File: src/rtl/axonerve_kvs_rtl_rd_sched.sv
// AXI4 read-burst scheduler: splits a byte-sized request into AR bursts, caps in-flight
// bursts with an up/down counter and pulses ctrl_done once every burst's last beat is back.
module axonerve_kvs_rtl_rd_sched #(
    parameter int unsigned C_ADDR_WIDTH      = 64,
    parameter int unsigned C_DATA_WIDTH      = 512,
    parameter int unsigned C_XFER_SIZE_WIDTH = 32,
    parameter int unsigned C_BURST_LEN       = 64,
    parameter int unsigned C_MAX_OUTSTANDING = 16
) (
    input  logic                         clk,
    input  logic                         rst,
    input  logic                         ctrl_start,
    input  logic [C_ADDR_WIDTH-1:0]      ctrl_addr_offset,
    input  logic [C_XFER_SIZE_WIDTH-1:0] ctrl_xfer_size_in_bytes,
    output logic                         ctrl_busy,
    output logic                         ctrl_done,
    output logic                         m_axi_arvalid,
    input  logic                         m_axi_arready,
    output logic [C_ADDR_WIDTH-1:0]      m_axi_araddr,
    output logic [7:0]                   m_axi_arlen,
    input  logic                         m_axi_rvalid,
    input  logic                         m_axi_rready,
    input  logic                         m_axi_rlast
);

    localparam int unsigned Bpb    = C_DATA_WIDTH / 8;
    localparam int unsigned LogBpb = $clog2(Bpb);
    localparam int unsigned LogBl  = $clog2(C_BURST_LEN);
    localparam int unsigned OutW   = $clog2(C_MAX_OUTSTANDING) + 1;
    localparam int unsigned CntW   = C_XFER_SIZE_WIDTH + 1;

    localparam logic [C_ADDR_WIDTH-1:0] AddrMask = ~(C_ADDR_WIDTH'(Bpb - 1));
    localparam logic [C_ADDR_WIDTH-1:0] AddrStep = C_ADDR_WIDTH'(C_BURST_LEN * Bpb);
    localparam logic [OutW-1:0]         MaxOut   = OutW'(C_MAX_OUTSTANDING);
    localparam logic [7:0]              FullLen  = 8'(C_BURST_LEN - 1);

    typedef enum logic [2:0] {StIdle, StCalc, StIssue, StDrain, StDone} state_e;

    state_e                  state_q, state_d;
    logic [C_ADDR_WIDTH-1:0] addr_q, addr_d;
    logic                    arvalid_q, arvalid_d;
    logic [7:0]              arlen_q, arlen_d;
    logic                    busy_q, busy_d;
    logic                    done_q, done_d;
    logic [CntW-1:0]         beats_q, beats_d;
    logic [CntW-1:0]         total_q, total_d;
    logic [8:0]              last_len_q, last_len_d;
    logic [CntW-1:0]         issued_q, issued_d;
    logic [CntW-1:0]         rlast_cnt_q, rlast_cnt_d;
    logic [OutW-1:0]         outst_q, outst_d;

    logic            ar_hs, r_hs, below_max;
    logic [CntW-1:0] beats_calc, calc_total;

    assign ar_hs      = arvalid_q & m_axi_arready;
    assign r_hs       = m_axi_rvalid & m_axi_rready & m_axi_rlast;
    assign beats_calc = ({1'b0, ctrl_xfer_size_in_bytes} + CntW'(Bpb - 1)) >> LogBpb;
    assign calc_total = (beats_q + CntW'(C_BURST_LEN - 1)) >> LogBl;
    assign below_max  = outst_d < MaxOut;

    // Simultaneous AR and R-last handshakes cancel; a decrement at zero saturates.
    always_comb begin
        outst_d = outst_q;
        if (ar_hs && !r_hs) begin
            outst_d = outst_q + OutW'(1);
        end else if (!ar_hs && r_hs && outst_q != '0) begin
            outst_d = outst_q - OutW'(1);
        end
    end

    always_comb begin
        state_d     = state_q;
        addr_d      = addr_q;
        arvalid_d   = arvalid_q;
        arlen_d     = arlen_q;
        busy_d      = busy_q;
        done_d      = 1'b0;
        beats_d     = beats_q;
        total_d     = total_q;
        last_len_d  = last_len_q;
        issued_d    = issued_q;
        rlast_cnt_d = rlast_cnt_q;
        if (r_hs && (state_q == StIssue || state_q == StDrain)) begin
            rlast_cnt_d = rlast_cnt_q + CntW'(1);
        end
        case (state_q)
            StIdle: begin
                if (ctrl_start) begin
                    addr_d      = ctrl_addr_offset & AddrMask;
                    beats_d     = beats_calc;
                    issued_d    = '0;
                    rlast_cnt_d = '0;
                    busy_d      = 1'b1;
                    state_d     = StCalc;
                end
            end
            StCalc: begin
                total_d    = calc_total;
                last_len_d = 9'(beats_q - ((calc_total - CntW'(1)) << LogBl));
                if (beats_q == '0) begin
                    done_d  = 1'b1;
                    busy_d  = 1'b0;
                    state_d = StDone;
                end else begin
                    arvalid_d = below_max;
                    arlen_d   = (calc_total == CntW'(1)) ? 8'(last_len_d - 9'd1) : FullLen;
                    state_d   = StIssue;
                end
            end
            StIssue: begin
                if (ar_hs) begin
                    addr_d   = addr_q + AddrStep;
                    issued_d = issued_q + CntW'(1);
                    if (issued_d == total_q) begin
                        arvalid_d = 1'b0;
                        state_d   = StDrain;
                    end else begin
                        arvalid_d = below_max;
                        // The burst about to be presented is the final one.
                        arlen_d   = (issued_d == total_q - CntW'(1)) ?
                                    8'(last_len_q - 9'd1) : FullLen;
                    end
                end else if (!arvalid_q) begin
                    arvalid_d = below_max;
                end
            end
            StDrain: begin
                if (rlast_cnt_d == total_q && outst_d == '0) begin
                    done_d  = 1'b1;
                    busy_d  = 1'b0;
                    state_d = StDone;
                end
            end
            StDone: begin
                state_d = StIdle;
            end
            default: begin
                state_d = StIdle;
            end
        endcase
    end

    always_ff @(posedge clk) begin
        if (rst) begin
            state_q     <= StIdle;
            addr_q      <= '0;
            arvalid_q   <= 1'b0;
            arlen_q     <= '0;
            busy_q      <= 1'b0;
            done_q      <= 1'b0;
            beats_q     <= '0;
            total_q     <= '0;
            last_len_q  <= '0;
            issued_q    <= '0;
            rlast_cnt_q <= '0;
            outst_q     <= '0;
        end else begin
            state_q     <= state_d;
            addr_q      <= addr_d;
            arvalid_q   <= arvalid_d;
            arlen_q     <= arlen_d;
            busy_q      <= busy_d;
            done_q      <= done_d;
            beats_q     <= beats_d;
            total_q     <= total_d;
            last_len_q  <= last_len_d;
            issued_q    <= issued_d;
            rlast_cnt_q <= rlast_cnt_d;
            outst_q     <= outst_d;
        end
    end

    assign ctrl_busy     = busy_q;
    assign ctrl_done     = done_q;
    assign m_axi_arvalid = arvalid_q;
    assign m_axi_araddr  = addr_q;
    assign m_axi_arlen   = arlen_q;

endmodule

File: config.mk
export PLATFORM = sky130hd
export DESIGN_NAME = axonerve_kvs_rtl_rd_sched
export DESIGN_NICKNAME = d
export VERILOG_FILES = /design/src/rtl/axonerve_kvs_rtl_rd_sched.sv
export SDC_FILE = /design/constraint.sdc
export NUM_CORES = 1
export LEC_CHECK = 0
export BUFFER_PORTS_ARGS = -buffer_cell sky130_fd_sc_hd__buf_2
export CAP_MARGIN = 20
export CORE_MARGIN = 2
export CORE_UTILIZATION = 60
export DETAILED_ROUTE_END_ITERATION = 16
export GPL_TIMING_DRIVEN = 0
export PLACE_DENSITY = 0.83
export SYNTH_ARGS = -nofsm -noshare
export SYNTH_HDL_FRONTEND = slang
export SYNTH_SLANG_ARGS = --single-unit
File: constraint.sdc
create_clock -name clk -period 5.4 [get_ports clk]
set_clock_uncertainty 0.05 [all_clocks]
set_input_delay 0.81 -clock clk [delete_from_list [all_inputs] [get_ports clk]]
set_output_delay 0.81 -clock clk [all_outputs]
set_load 0.03 [all_outputs]
# Word level (Yosys, flattened, before mapping)
# Index checks and enable logic that the tools add are counted.
totals:
  out_inout_bits: 75
  ff_bits: 206
  word_cells: 98
  in_bits: 103
classes:
  addsub: 12
  n_mux: 35
  n_bitwise: 3
  reduce_logical: 21
  n_lt_le_gt_ge: 1
  n_eq_ne: 14
op_table:
  columns: ["cell", "count"]
  rows:
  - ["$mux W33", 5]
  - ["$mux W64", 2]
  - ["$pmux W64 S2", 1]
  - ["$add A33 B1 Y33 const B", 2]
  - ["$eq A33 B22 Y1", 2]
  - ["$pmux W33 S2", 1]
  - ["$add A64 B13 Y64 const B", 1]
  - ["$mux W8", 5]
  - ["$add A32 B6 Y33 const B", 1]
  - ["$eq A33 B33 Y1", 1]
  - ["$logic_not A33 Y1", 1]
  - ["$add A27 B6 Y28 const B", 1]
  - ["$sub A22 B1 Y23 const B", 1]
  - ["$eq A22 B1 Y1 const B", 1]
  - ["$pmux W8 S2", 1]
  - ["$sub A8 B1 Y8 const B", 2]
  - ["$mux W3", 5]
  - ["$pmux W3 S4", 1]
  - ["$reduce_and A4 Y1", 3]
  - ["$mux W5", 2]
  - ["$ne A2 B2 Y1 const B", 5]
  - ["$mux W1", 9]
  - ["$sub A8 B8 Y8", 1]
  - ["$eq A3 B2 Y1 const B", 2]
  - ["other kinds (19)", 30]

# Logic depth before layout (Yosys ltp)
# Gate-level depths: netlist of the first run.
depth:
  depth_word: 10
  depth_mapped: 12
  mapped_depth_nobuf: 11

# Least setup slack after synthesis of the first run
# Ideal clock, no wire load.
synth_timing:
  path_kind: "input to register"
  from: "input m_axi_rlast"
  to: "register done_q (netlist: ctrl_done)"
  path_stages: 11
  n_path_buf: 2
  setup_ns: 0.060
  t_required_ns: 5.290
  arrival_ns: 3.119
  slack_ns: 2.171
  cell_sequence: "and3_1 -> clkbuf_1 -> and3_1 -> buf_6 -> a2bb2oi_2 -> xnor2_1 -> or4_1 -> nor4_1 -> nand4_1 -> o41ai_2 -> and3_1"
synth_via:
  elab_chain_len: 9
  word_cells_on_any_way: 14
  classes_between: "eq/ne: 1; mux: 5; bitwise: 1; reduce/logical: 7"
synth_lines:
  columns: ["item", "line", "rtl"]
  rows:
  - ["from (decl)", "23", "input logic m_axi_rlast"]
  - ["$and A1 B1 Y1 *", "56", "assign r_hs = m_axi_rvalid & m_axi_rready & m_axi_rlast;"]
  - ["$logic_and A1 B1 Y1 (2 in a row)", "66", "end else if (!ar_hs && r_hs && outst_q != '0) begin"]
  - ["$mux W5", "66", null]
  - ["$mux W5", "64", "if (ar_hs && !r_hs) begin"]
  - ["$logic_not A5 Y1", "128", "if (rlast_cnt_d == total_q && outst_d == '0) begin"]
  - ["$logic_and A1 B1 Y1 *", "128", null]
  - ["$mux W1 *", "128", null]
  - ["$pmux W1 S2 *", "86", "case (state_q)"]
  - ["to (signal assigned)", "163", "done_q <= done_d;"]
  - ["to (decl)", "44", "logic done_q, done_d;"]
# Every way passes the cells marked *; elsewhere a longest branch is shown, timed or not.
# A chain may end at the register's enable or synchronous reset.

# Final worst setup path of the first run
layout_timing:
  from: "register issued_q[0]"
  to: "register arlen_q[5] (netlist: m_axi_arlen[5])"
layout_via:
  elab_chain_len: 6
  word_cells_on_any_way: 9
  classes_between: "add/sub: 1; eq/ne: 3; mux: 4; reduce/logical: 1"
layout_lines:
  columns: ["item", "line", "rtl"]
  rows:
  - ["from (decl)", "48", "logic [CntW-1:0] issued_q, issued_d;"]
  - ["from (signal assigned)", "167", "issued_q <= issued_d;"]
  - ["$add A33 B1 Y33 *", "113", "issued_d = issued_q + CntW'(1);"]
  - ["$eq A33 B33 Y1", "120", "arlen_d = (issued_d == total_q - CntW'(1)) ?"]
  - ["$mux W8", "120", null]
  - ["$mux W8", "114", "if (issued_d == total_q) begin"]
  - ["$mux W8", "111", "if (ar_hs) begin"]
  - ["$pmux W8 S2", "86", null]
  - ["to (signal assigned)", "161", "arlen_q <= arlen_d;"]
  - ["to (decl)", "42", "logic [7:0] arlen_q, arlen_d;"]
# Every way passes the cells marked *; elsewhere a longest branch is shown, timed or not. The select of a mux whose other input is x is not followed.

==> results of run 1 <==
-- cells by family (layout without fill, tap and decap cells) --
| family | Yosys count | count (layout) | synth area share [%] |
|---|---|---|---|
| compound gates | 406 | 406 | 20.0 |
| xor+xnor | 177 | 177 | 11.7 |
| fa+ha+maj | 11 | 11 | 1.02 |
| buf+inv | 187 | 386 | 5.73 |
| flops | 200 | 200 | 29.8 |
| mux | 5 | 5 | 0.410 |
| other cells | 1 | 6 | 0.0279 |
| simple gates | 825 | 825 | 31.3 |
-- cells in the mapped netlist, types with 7 or more instances --
cell	count
and2_1	14
a211oi_1	60
xnor2_1	112
buf_4	9
a31oi_1	17
o31ai_1	14
xor2_1	63
nor2b_1	14
nor3_1	59
dfxtp_1	200
nand4_1	56
and3_1	35
or3_1	20
nand2_1	189
a311oi_1	16
a22o_1	8
nor4_1	52
buf_2	21
a22oi_1	24
o22ai_1	7
or2_2	7
ha_1	11
nor2_1	234
a21oi_1	115
nor4b_1	8
inv_1	35
nand3_1	63
o21ai_0	83
clkbuf_1	114
and4_1	17
nand3b_1	8
or4_1	10
-- worst min path at each step --
stage | slack (ns) | endpoint
6_report | 0.40 | m_axi_araddr[11]$_SDFFE_PP0P_
5_1_grt | 0.42 | m_axi_araddr[11]$_SDFFE_PP0P_
4_1_cts | 0.41 | m_axi_araddr[11]$_SDFFE_PP0P_
3_5_place_dp | 0.40 | m_axi_araddr[11]$_SDFFE_PP0P_
3_3_place_gp | 0.39 | m_axi_araddr[8]$_SDFFE_PP0P_
2_1_floorplan | 0.41 | last_len_q[5]$_SDFFE_PP0N_
-- area by class of cell --
class | instances | area (um2) | share of cell area, %
well taps | 280 | 350 | 2.29
multi-input cells | 1430 | 8680 | 56.8
clock inverters | 14 | 200 | 1.31
repair buffers | 167 | 838 | 5.48
plain buffers | 152 | 639 | 4.18
inverters | 35 | 131 | 0.859
clock buffers | 18 | 439 | 2.87
flip-flops and latches | 200 | 4000 | 26.2
-- power by group --
| group | internal (mW) | total, mW | switching, mW |
|---|---|---|---|
| clock network | 0.727 | 1.41 | 0.680 |
| logic | 0.492 | 1.38 | 0.888 |
| registers | 1.59 | 1.72 | 0.137 |
-- sequential cells by signal, summed over array words and instances (netlist names) --
| signal | cells |
|---|---|
| beats_q | 27 |
| ctrl_busy | 1 |
| ctrl_done | 1 |
| issued_q | 33 |
| last_len_q | 8 |
| m_axi_araddr | 58 |
| m_axi_arlen | 8 |
| m_axi_arvalid | 1 |
| outst_q | 5 |
| rlast_cnt_q | 33 |
| state_q | 3 |
| total_q | 22 |
-- metal layers --
layer	global-route usage [%]	share of wire, %	vias up
li1	-	-	6902
met1	49.7	39	6792
met2	59.9	44	955
met3	9.05	12	174
met4	19.0	4.7	0
met5	0	0	-
-- worst max-delay path: cells and delay by family, from the launching register on --
kind            cells  cell delay, ns
buf+inv             1            0.21
simple gates        5            2.05
fa+ha+maj           1            0.37
mux                 1            0.34
flops               1            0.48
compound gates      3            0.54
-- stage by stage --
step | total power, mW | instance area, um2 | hold WS [ns] | cells
4_1_cts | 4.46 | 15300 | 0.407 | 2296
5_1_grt | 4.68 | 15300 | 0.420 | 2296
3_3_place_gp | 3.06 | 14600 | 0.392 | 2262
6_report | 4.51 | 15300 | 0.404 | 2296
2_1_floorplan | 2.67 | 13500 | 0.406 | 1817
3_5_place_dp | 3.09 | 14600 | 0.396 | 2264
==> results by group, run 1 <==
Logic synthesis
  • Most used DFF post-synth: dfxtp_1
  • Mapped Avg Cell Area: approximately 7.4 um2
  • Register bit count reported by yosys: 200
  • Synthesized area: between 0.01 and 0.015 mm2
  • Synth top area share: around 30%
  • Post-synth EDFFs: 0
  • Most area-hungry cell type in the Yosys netlist: dfxtp_1
  • Seq/Total Area, Yosys: between 20% and 30%
  • Synth cell types: 88
  • Top post-synthesis cells by area: dfxtp_1, xnor2_1, nor2_1
  • Post-synthesis cell count: approximately 1800
  • Async SR Flop Fraction: 0%
  • Yosys warning total: 0

Global route
  • GRT Overall Usage: a little under two fifths
  • Vias in the first global route: 14000
  • Total grt overflow: 0
  • Antenna violations before repair: 0
  • First-pass GRT wire length: 73000 um
  • Largest net degree at the start of global routing: 21

Min path
  • Worst Hold Class: reg -> reg
  • Hold Path Stages: 2
  • Hold wc startpoint: m_axi_araddr[11]$_SDFFE_PP0P_

Floorplan
  • FP Rows: 54
  • Top Ports: 178
  • Die area: roughly 0.024 mm2
  • Chip width: 154 um
  • Initial core utilization: 61.4%
  • Die height: between 150 and 200 um
  • Placeable Area: between 0.02 and 0.025 mm2

Worst setup path
  • Crit-path max cell delay: around 0.6 ns
  • Data arrival, critical path: ~4.4 ns
  • FF-to-FF path depth: 11
  • R2R setup slack: around 1.3 ns
  • Crit path required time: about 5.7 ns
  • CP Class: reg -> reg
  • Critical Path Fanout Max: 10
  • CP cell instances: ha_1 -> nand3_2 -> nor3_4 -> nand3_1 -> mux2_2 -> nor4_1 -> or4b_4 -> a21oi_2 -> buf_4 -> a311oi_1 -> a22o_1
  • Startpoint Class: flip-flop
  • Max stage delay cell, worst path: or4b_4
  • Critical R2R Capture: m_axi_arlen[5]$_SDFFE_PP0P_
  • Reg2reg start: issued_q[0]$_SDFFE_PP0P_
  • CP Capture Point: m_axi_arlen[5]$_SDFFE_PP0P_
  • Setup crit end kind: flip-flop
  • Critical Path Start: issued_q[0]$_SDFFE_PP0P_

Finish
  • Commonest non-fill, non-tap cell in the layout: nor2_1
  • Area grow syn2layout: 13.7%
  • Layout cells sized above 1: 13.6%
  • Fill count: approximately 1900
  • Nets: 2117
  • Commonest non-fill, non-tap cells in the layout: nor2_1, dfxtp_1, nand2_1
  • ANT cells: 0
  • Final Util: 69.8%

CTS
  • Clk sinks: 200
  • Clock Path Buffers: 2
  • TritonCTS buffer count: 17
  • Clock-pin slew on the worst setup and hold paths: roughly 0.080 ns
  • Post-CTS Setup Bufs: 0
  • Clk_lat worst skew: 0.46 ns
  • CTS tree: done
  • CTS Hold Bufs: 0
  • Root Driver: clkbuf_16
  • Htree depth: 4
  • Post-cts sizing count: 0

Timing
  • Final Cycle Share: 76.6%
  • Final max-slew violation count: 0
  • Setup TNS: 0 ns
  • Slew Limit Headroom: a little over a third
  • Fin crit period: between 4 and 5 ns
  • Final worst slack: around 1.3 ns
  • Final setup vio count: 0
  • Least-Margin Pin Slew: ~0.95 ns
  • Peak Freq: approximately 240 MHz
  • RSZ-0062 raised after global routing: false
  • Fin. Hold Viols: 0

Route
  • Final ANT Viol Nets: 0
  • First-iteration detailed-routing DRC count: about 1900
  • # DRC: 0
  • Detailed-router iteration count before antenna repair: 6
  • DR vias: 14800
  • Total Wirelength: 46400 um
  • Drt wl/cell: ~20 um
  • Drt via density: roughly 6.5

Power and ir drop
  • Max VDD drop: approximately 0.22 mV
  • LEAKAGE: between 5 and 6 nW
  • Power density cells: approximately 300 mW/mm2

Placed design
  • Port Buffers: approximately 170
  • Pre-CTS WS: roughly 1.4 ns
  • Hpwl dp: 34200 um
  • Final GP Congestion: 0.977

Run
  • Max Cap Violations: 0

Outcome
  • Status: finished clean
Note: power is estimated with default switching activity, not from simulation.
==> run 2, diff against run 1 <==
--- a/config.mk
+++ b/config.mk
@@ -8,10 +8,10 @@
 export BUFFER_PORTS_ARGS = -buffer_cell sky130_fd_sc_hd__buf_2
 export CAP_MARGIN = 20
 export CORE_MARGIN = 2
-export CORE_UTILIZATION = 60
+export CORE_UTILIZATION = 53
 export DETAILED_ROUTE_END_ITERATION = 16
 export GPL_TIMING_DRIVEN = 0
-export PLACE_DENSITY = 0.83
+export PLACE_DENSITY = 0.77
 export SYNTH_ARGS = -nofsm -noshare
 export SYNTH_HDL_FRONTEND = slang
 export SYNTH_SLANG_ARGS = --single-unit
==> constraint.sdc (replaced) <==
create_clock -name clk -period 3.7 [get_ports clk]
set_clock_uncertainty 0.05 [all_clocks]
set_input_delay 0.555 -clock clk [delete_from_list [all_inputs] [get_ports clk]]
set_output_delay 0.555 -clock clk [all_outputs]
set_load 0.03 [all_outputs]
==> run 2 against run 1 <==
  * Global-route usage decreased by 4.1 points
  * Sequential share of layout area fell by 0.36 points
  * Via count down 0.15%
  * Clock-buffer cell count up 1
  * Die area increased by 13%
  * Utilization fell by 7.9 points
  * Clock power increased by 37%
  * Critical path depth rose by 1
  * Setup slack worse by 1.1 ns
  * Flip-flop and latch count unchanged
  * Wire length barely moved
  * Critical path type unchanged
==> results by group, run 2 (same netlist as run 1, synthesis figures left out) <==
Power and ir drop
  • Power density cells: ~420 mW/mm2
  • Internal power: ~4.0 mW
  • Sequential power share: approximately two fifths
  • Clock Power Share: 29.7%
  • LEAKAGE: 5.64 nW
  • Gate power share: between 30% and 40%
  • Switching share of power: about 39%
  • Max VDD drop: ~0.25 mV
  • Psw: roughly 2.5 mW

Worst setup path
  • Setup crit end kind: flip-flop
  • Crit path required time: around 4.0 ns
  • Startpoint Class: flip-flop
  • R2R setup slack: 0.12 ns
  • FF-to-FF path depth: 12
  • Critical Path Fanout Max: 10
  • Data arrival, critical path: slightly below 4 ns
  • Reg2reg start: issued_q[7]$_SDFFE_PP0P_
  • Critical R2R Capture: m_axi_arlen[3]$_SDFFE_PP0P_
  • CP Class: reg -> reg

Finish
  • Commonest non-fill, non-tap cell in the layout: nor2_1
  • Commonest non-fill, non-tap cells in the layout: nor2_1, dfxtp_1, nand2_1
  • Fill count: 2301
  • Area grow syn2layout: 15.4%
  • Largest register FFs: 58
  • FF/Latch Area: ~0.0040 mm2
  • Final Util: 61.9%
  • ANT cells: 0
  • Nets: between 2000 and 2500
  • Multi-input logic area: 0.00883 mm2
  • Layout cells sized above 1: 14.8%

Route
  • DR vias: ~15000
  • Drt via density: approximately 6.3
  • Drt wl/cell: a little under 20 um
  • # DRC: 0
  • First-iteration detailed-routing DRC count: around 1500
  • Detailed-router iteration count before antenna repair: 6
  • Final ANT Viol Nets: 0
  • Total Wirelength: between 40000 and 50000 um

CTS
  • Clk sinks: 200
  • Root Driver: clkbuf_16
  • CTS Hold Bufs: 0
  • CTS tree: done
  • Htree depth: 4
  • Clock-pin slew on the worst setup and hold paths: around 0.080 ns
  • TritonCTS buffer count: 17
  • Clk_lat worst skew: around 0.46 ns
  • Clock Path Buffers: 2

Floorplan
  • Placeable Area: ~0.025 mm2
  • Die area: ~0.027 mm2
  • FP Rows: between 50 and 60
  • Top Ports: roughly 180
  • Chip width: around 160 um
  • Initial core utilization: 53.7%
  • Die height: about 160 um

Timing
  • Slew Limit Headroom: around 33%
  • Final worst slack: about 0.12 ns
  • Final max-slew violation count: 0
  • Least-Margin Pin Slew: ~1.0 ns
  • Fin crit period: 3.58 ns
  • Fin. Hold Viols: 0
  • Final setup vio count: 0
  • Final Cycle Share: 96.8%
  • Peak Freq: approximately 280 MHz

Min path
  • Min-Delay Endpoint: m_axi_araddr[8]$_SDFFE_PP0P_
  • Hold wc startpoint: ctrl_addr_offset[8]
  • Worst Hold Class: in -> reg
  • Hold Path Stages: 3

Placed design
  • Pre-CTS WS: -0.264 ns
  • Hpwl dp: between 30000 and 40000 um
  • Port Buffers: 165
  • Final GP Congestion: 0.957

Global route
  • GRT Overall Usage: 34.2%
  • Largest net degree at the start of global routing: 21
  • Antenna violations before repair: 1
  • Vias in the first global route: about 14000
  • Total grt overflow: 0
  • First-pass GRT wire length: around 72000 um

Outcome
  • Status: finished clean

Run
  • Max Cap Violations: 0
run 2: layer usage:
metal	GRT usage, %	vias up	share of wire [%]
met3	6.27	163	10
met5	0	-	0.028
li1	-	6932	-
met4	16.1	2	4.9
met1	45.9	6842	41
met2	53.0	862	44
run 2: worst max-delay path by stage:
stage	from	end	slack (ns)	depth (start not counted)
finish	issued_q[7]$_SDFFE_PP0P_	m_axi_arlen[3]$_SDFFE_PP0P_	0.12	12
global route	outst_q[0]$_SDFF_PP0_	ctrl_done$_SDFF_PP0_	-0.06	12
CTS	issued_q[7]$_SDFFE_PP0P_	m_axi_arlen[3]$_SDFFE_PP0P_	0.03	12
detailed placement	issued_q[0]$_SDFFE_PP0P_	m_axi_arlen[3]$_SDFFE_PP0P_	-0.26	11
global placement	issued_q[0]$_SDFFE_PP0P_	m_axi_arlen[6]$_SDFFE_PP0P_	-0.66	10
floorplan	issued_q[0]$_SDFFE_PP0P_	m_axi_arlen[5]$_SDFFE_PP0P_	0.47	12
run 2: stage by stage:
| step | hold WS (ns) | power (mW) | setup TNS [ns] | area (um2) | std cells |
|---|---|---|---|---|---|
| floorplan | 0.406 | 3.90 | 0 | 13500 | 1817 |
| global placement | 0.392 | 4.46 | -6.63 | 14700 | 2312 |
| detailed placement | 0.399 | 4.50 | -2.68 | 14700 | 2314 |
| CTS | 0.280 | 6.39 | 0 | 15400 | 2348 |
| global route | 0.299 | 6.73 | -0.137 | 15500 | 2353 |
| finish | 0.280 | 6.48 | 0 | 15500 | 2353 |
run 2: power groups by stage:
stage          registers, mW  logic (mW)  clock network [mW]
2_1_floorplan           2.66        1.24                   0
4_1_cts                 2.50        1.97                1.92
5_1_grt                 2.53        2.20                2.00
3_5_place_dp            2.55        1.95                   0
6_report                2.52        2.04                1.93
3_3_place_gp            2.55        1.92                   0
run 2: worst max-delay path, stage by stage (launching register included):
cell and delay [ns]:
dfxtp_1 0.32, buf_2 0.23, and4_1 0.24, nand4_1 0.20
buf_4 0.21, nor4_4 0.38, mux2i_1 0.21, nor4_4 0.38
or4b_4 0.56, a21oi_2 0.21, buf_4 0.20, a311oi_1 0.07
a22o_1 0.21
run 2: timing repair:
item | CTS | global route
pin swaps | 2 | 12
setup endpoints to repair | 10 | 16
gates resized for setup | 8 | 20
buffers inserted | 2 | 7
cloned | 0 | 0
run 2: cell type report:
| type | count | share of cell area (%) |
|---|---|---|
| Inverter | 35 | 0.847 |
| Timing Repair Buffer | 176 | 5.84 |
| Tap cell | 330 | 2.66 |
| Clock inverter | 13 | 0.920 |
| Clock buffer | 19 | 2.86 |
| Multi-Input combinational cell | 1430 | 56.9 |
| Buffer | 150 | 4.09 |
| Sequential cell | 200 | 25.8 |
